## config.mk

```make
export PLATFORM = sky130hd
export DESIGN_NAME = btn_conditioner
export DESIGN_NICKNAME = d
export VERILOG_FILES = /design/src/rtl/btn_pkg.sv /design/src/rtl/debounce_channel.sv /design/src/rtl/btn_conditioner.sv
export SDC_FILE = /design/constraint.sdc
export NUM_CORES = 1
export LEC_CHECK = 0
export ABC_AREA = 1
export BUFFER_PORTS_ARGS = -buffer_cell sky130_fd_sc_hd__buf_4
export CAP_MARGIN = 5
export CORE_MARGIN = 3
export CORE_UTILIZATION = 50
export CTS_BUF_LIST = sky130_fd_sc_hd__clkbuf_4
export DETAILED_ROUTE_END_ITERATION = 16
export HOLD_SLACK_MARGIN = 0.03
export PLACE_DENSITY_LB_ADDON = 0.2
export SLEW_MARGIN = 10
export SYNTH_ARGS = -nofsm -noshare
export SYNTH_HDL_FRONTEND = slang
export SYNTH_SLANG_ARGS = --single-unit
```

## constraint.sdc

```tcl
create_clock -name clk -period 3.05 [get_ports clk]
set_clock_uncertainty 0.1 [all_clocks]
set_input_delay 0.305 -clock clk [delete_from_list [all_inputs] [get_ports clk]]
set_output_delay 0.305 -clock clk [all_outputs]
set_load 0.05 [all_outputs]
```

## src/rtl/btn_pkg.sv

```systemverilog
// Shared types and defaults for the push-button conditioning path.
package btn_pkg;

  typedef enum logic [1:0] {
    LOW     = 2'd0,
    RISING  = 2'd1,
    HIGH    = 2'd2,
    FALLING = 2'd3
  } btn_state_t;

  localparam int DEFAULT_DEBOUNCE = 1_000_000;

endpackage

```

## src/rtl/debounce_channel.sv

```systemverilog
// One button channel: two-flop synchroniser, stability-counter debounce FSM,
// and registered level / press-pulse / toggle-latch outputs.
//
// state   | meaning
// LOW     | stable released, counter idle at 0
// RISING  | synced input is 1, counting toward acceptance of a press
// HIGH    | stable pressed, counter idle at 0
// FALLING | synced input is 0, counting toward acceptance of a release
module debounce_channel
  import btn_pkg::*;
#(
  parameter int DEBOUNCE_CYCLES = DEFAULT_DEBOUNCE,
  parameter int CNT_W           = $clog2(DEBOUNCE_CYCLES)
) (
  input  logic clk,
  input  logic rst,
  input  logic i_raw,
  input  logic i_clr_toggle,
  output logic o_level,
  output logic o_press,
  output logic o_toggle
);

  localparam logic [CNT_W-1:0] LP_CNT_TC  = CNT_W'(DEBOUNCE_CYCLES - 1);
  localparam logic [CNT_W-1:0] LP_CNT_ONE = CNT_W'(1);

  logic             r_s1;
  logic             r_s2;
  btn_state_t       r_state;
  logic [CNT_W-1:0] r_cnt;
  logic             r_level;
  logic             r_press;
  logic             r_toggle;

  btn_state_t       w_state_nxt;
  logic [CNT_W-1:0] w_cnt_nxt;
  logic             w_press_nxt;
  logic             w_level_nxt;
  logic             w_toggle_nxt;

  always_ff @(posedge clk or posedge rst) begin
    if (rst) begin
      r_s1     <= 1'b0;
      r_s2     <= 1'b0;
      r_state  <= LOW;
      r_cnt    <= '0;
      r_level  <= 1'b0;
      r_press  <= 1'b0;
      r_toggle <= 1'b0;
    end else begin
      r_s1     <= i_raw;
      r_s2     <= r_s1;
      r_state  <= w_state_nxt;
      r_cnt    <= w_cnt_nxt;
      r_level  <= w_level_nxt;
      r_press  <= w_press_nxt;
      r_toggle <= w_toggle_nxt;
    end
  end

  // Any bounce during a qualifying run drops straight back to the stable state.
  always_comb begin
    w_state_nxt = r_state;
    w_cnt_nxt   = r_cnt;
    w_press_nxt = 1'b0;
    case (r_state)
      LOW: begin
        if (r_s2) begin
          w_state_nxt = RISING;
          w_cnt_nxt   = LP_CNT_ONE;
        end
      end
      RISING: begin
        if (!r_s2) begin
          w_state_nxt = LOW;
          w_cnt_nxt   = '0;
        end else if (r_cnt == LP_CNT_TC) begin
          w_state_nxt = HIGH;
          w_cnt_nxt   = '0;
          w_press_nxt = 1'b1;
        end else begin
          w_cnt_nxt = r_cnt + LP_CNT_ONE;
        end
      end
      HIGH: begin
        if (!r_s2) begin
          w_state_nxt = FALLING;
          w_cnt_nxt   = LP_CNT_ONE;
        end
      end
      FALLING: begin
        if (r_s2) begin
          w_state_nxt = HIGH;
          w_cnt_nxt   = '0;
        end else if (r_cnt == LP_CNT_TC) begin
          w_state_nxt = LOW;
          w_cnt_nxt   = '0;
        end else begin
          w_cnt_nxt = r_cnt + LP_CNT_ONE;
        end
      end
      default: begin
        w_state_nxt = LOW;
        w_cnt_nxt   = '0;
      end
    endcase
  end

  // Clear wins over a coincident press so the latch always ends at 0.
  always_comb begin
    w_level_nxt  = (w_state_nxt == HIGH) || (w_state_nxt == FALLING);
    w_toggle_nxt = i_clr_toggle ? 1'b0 : (r_toggle ^ w_press_nxt);
  end

  assign o_level  = r_level;
  assign o_press  = r_press;
  assign o_toggle = r_toggle;

endmodule

```

## src/rtl/btn_conditioner.sv

```systemverilog
// Conditions N_BTN raw button pins into debounced level, press pulse and
// toggle latch; each channel is fully independent.
module btn_conditioner
  import btn_pkg::*;
#(
  parameter int N_BTN           = 4,
  parameter int DEBOUNCE_CYCLES = DEFAULT_DEBOUNCE,
  parameter int CNT_W           = $clog2(DEBOUNCE_CYCLES)
) (
  input  logic             clk,
  input  logic             rst,
  input  logic [N_BTN-1:0] btn_raw,
  input  logic             clr_toggle,
  output logic [N_BTN-1:0] btn_level,
  output logic [N_BTN-1:0] btn_press,
  output logic [N_BTN-1:0] btn_toggle
);

  for (genvar g = 0; g < N_BTN; g++) begin : g_ch
    debounce_channel #(
      .DEBOUNCE_CYCLES (DEBOUNCE_CYCLES),
      .CNT_W           (CNT_W)
    ) u_ch (
      .clk          (clk),
      .rst          (rst),
      .i_raw        (btn_raw[g]),
      .i_clr_toggle (clr_toggle),
      .o_level      (btn_level[g]),
      .o_press      (btn_press[g]),
      .o_toggle     (btn_toggle[g])
    );
  end

endmodule

```

==> impl_metrics.ini <==
[outcome]
outcome = finished clean

[floorplan]
core_area_um2 = 11560
row_count = 39
ios = 19
die_height_um = 115.6
dieArea_um2 = 13370
die_w_um = 115.6
initial_core_util_pct = 51.94

[hold_path]
hold_end = g_ch[2].u_ch.o_toggle
hold-path-cell-count = 4
hold_path.class = primary input to flip-flop
worstHoldStart = clr_toggle

[clock_network]
h-tree-depth = 3
cts_tree = built
clock-root-buffer = clkbuf_4
cts_made_buffers = 9
cts.path.max_buffers = 2
clock_sinks = 108
cts-resized-gates = 0
clkLatencyLatePin_ns = 0.49
clkSlewWorstSetupHoldPaths_ns = 0.17

[placed_design]
place_area_um2 = 6216
post-dp-hpwl_um = 8684
port_buffers = 18
gp_congestion = 0.9221

[route]
wl_per_cell_um = 12.10
ant_nets = 0
vias = 4773
drt_iter0_drc = 281
routed_wl_um = 11660
dr.pass1.iters = 4
drc = 0
avgViaCountPerCell = 4.951

[power_and_ir_drop]
p_clk_share_pct = 30.8
p_int_uw = 1789
swShare_pct = 25.16
power_frac_seq_pct = 62.1
combPwrFrac_pct = 7.1
ir_drop_mv = 0.2647
power_uw = 2391
power.switching_uw = 601.4
p_leak_uw = 0.003014
p_per_area_nw_per_um2 = 373.2

[critical_path]
timing.rr.start = g_ch[3].u_ch.r_state[1]
endpoint_kind = flip-flop
crit_slowest_cell = nand3_1
startpoint = g_ch[3].u_ch.r_state[1]
criticalPathCategory = flip-flop to flip-flop
cp_cell_sequence = inv_1 -> nand2_1 -> nand3_1 -> nand3_1 -> o21ai_0 -> o21ai_0 -> nor2_1
rrSetupSlack_ns = 1.14
cp-start-kind = flip-flop
cp_max_fo = 15
r2r_end = g_ch[3].u_ch.r_cnt[6]
arrival_ns = 2.24
crit_required_ns = 3.38
r2r_cells = 7
cp_slowest_stage_delay_ns = 0.45

[synth]
yosysWarnings = 0
yosysMostFrequentCell = nand2_1
syn_area_per_cell_um2 = 7.546
synth_cells = 796
syn-num-nets = 807
async_flop_share_pct = 100.0
synth_edf_count = 0
synth_common_cells = nand2_1, nor2_1, inv_1
ys_seq_elements = 108
yosysTopAreaCell = dfrtp_1
syn_area_um2 = 6007
synth_ff_type = dfrtp_1
synth_area_leaders = dfrtp_1, nand2_1, nor2_1
ys_seq_area_share_pct = 44.99
synth_top_area_share_pct = 44.99
yosysUniqueCellTypes = 34

[sta]
hold_viol_final = 0
setup_viol = 0
rsz0062_at_grt = no
worst_pin_slew_ns = 0.7649
post-route-period-util_pct = 62.62
fin_setup_tns_ns = 0
relSlewSlack_pct = 48.90
min_period_ns = 1.910
clock.fmax_ghz = 0.5236
timing.final.max_slew_violations = 0

[layout]
drive_above_1_share_pct = 9.622
area_delta_synth_final_pct = 6.644
diodes = 0
layout.nets = 827
final_area_um2 = 6406

[flow_run]
maxCapViolCount = 0

[global_routing]
grt_pass1_wl_um = 20060
grt_overflow = 0
grtUsageTotal_pct = 18.76
grt_max_degree = 41
antenna_found_initial = 0
grt_pass1_vias = 4472
## metal layers
layer / GRT usage [%] / vias up / routed length, um
li1: - / 2491 / -
met1: 24.88 / 2207 / 5625
met2: 30.44 / 60 / 5497
met3: 4.230 / 15 / 354
met4: 6.729 / 0 / 185
met5: 0 / - / 0
## worst max-delay path, delay by kind of cell, from the launching register on
family | cells | cell delay, ns
AND/OR/NAND/NOR | 4 | 0.91
buffers and inverters | 1 | 0.09
flip-flops | 1 | 0.40
AO/OA/AOI/OAI | 2 | 0.36
## kinds of logic after synthesis
| kind of cell | share of synthesized area [%] |
|---|---|
| simple gates | 33.64 |
| buf+inv | 9.915 |
| flops | 44.99 |
| compound gates | 4.499 |
| xor+xnor | 6.124 |
| fa+ha+maj | 0.8332 |
## layout make-up
type                    instances  area (um2)
clock buffers                  12       90.09
clock inverters                 4       50.05
well taps                     143       178.9
multi-input cells             552        2709
flip-flops and latches        108        2703
inverters                     119       455.4
repair buffers                 26       220.2
fillers                      1068        5159
## power by group through the flow
| stage | registers, uW | logic [uW] | clock network (uW) |
|---|---|---|---|
| after global routing | 1490 | 196 | 829 |
| final | 1480 | 170 | 737 |
| after global placement | 1510 | 164 | 0 |
| after CTS | 1480 | 173 | 781 |
| after detailed placement | 1510 | 167 | 0 |
| after floorplan | 1500 | 131 | 0 |
## registers in the layout, indices dropped and copies added (netlist names)
name / cells
g_ch.u_ch.o_press: 4
g_ch.u_ch.r_cnt: 80
g_ch.u_ch.r_s1: 4
g_ch.u_ch.o_toggle: 4
g_ch.u_ch.r_s2: 4
g_ch.u_ch.r_state: 8
g_ch.u_ch.o_level: 4
## worst max-delay path by stage
stage,to,cells past startpoint
CTS,g_ch[1].u_ch.r_cnt[12],8
floorplan,g_ch[0].u_ch.o_level,1
finish,g_ch[3].u_ch.r_cnt[6],7
global placement,g_ch[1].u_ch.r_cnt[12],8
detailed placement,g_ch[1].u_ch.r_cnt[12],8
global route,g_ch[3].u_ch.r_cnt[19],9
## placed cells by master, fill, tap and decap left out, drive strengths merged, types with 5 or more instances in the layout
cell,count
inv,116
nand3b,6
a21oi,10
nor2,165
buf,21
dlygate4sd3,5
o21ai,13
o22ai,9
nand2,207
nand3,55
o21bai,5
nand4,23
xor2,38
dfrtp,108
clkbuf,12
## per-stage QoR
stage / instances / hold slack (ns) / setup WS, ns / utilization (%)
global route: 964 / 0.1088 / 0.9841 / 55.39
floorplan: 796 / 0.2312 / 1.344 / -
detailed placement: 943 / 0.2355 / 1.192 / 53.75
CTS: 964 / 0.06710 / 1.170 / 55.39
finish: 964 / 0.1114 / 1.140 / 55.39
global placement: 943 / 0.2342 / 1.226 / 53.75
## repair_timing
| action | in CTS | in global routing |
|---|---|---|
| setup buffers | 0 | 0 |
| hold buffers | 5 | 0 |
| hold endpoints to repair | 36 | 0 |
Note: power is estimated with default switching activity, not from simulation.
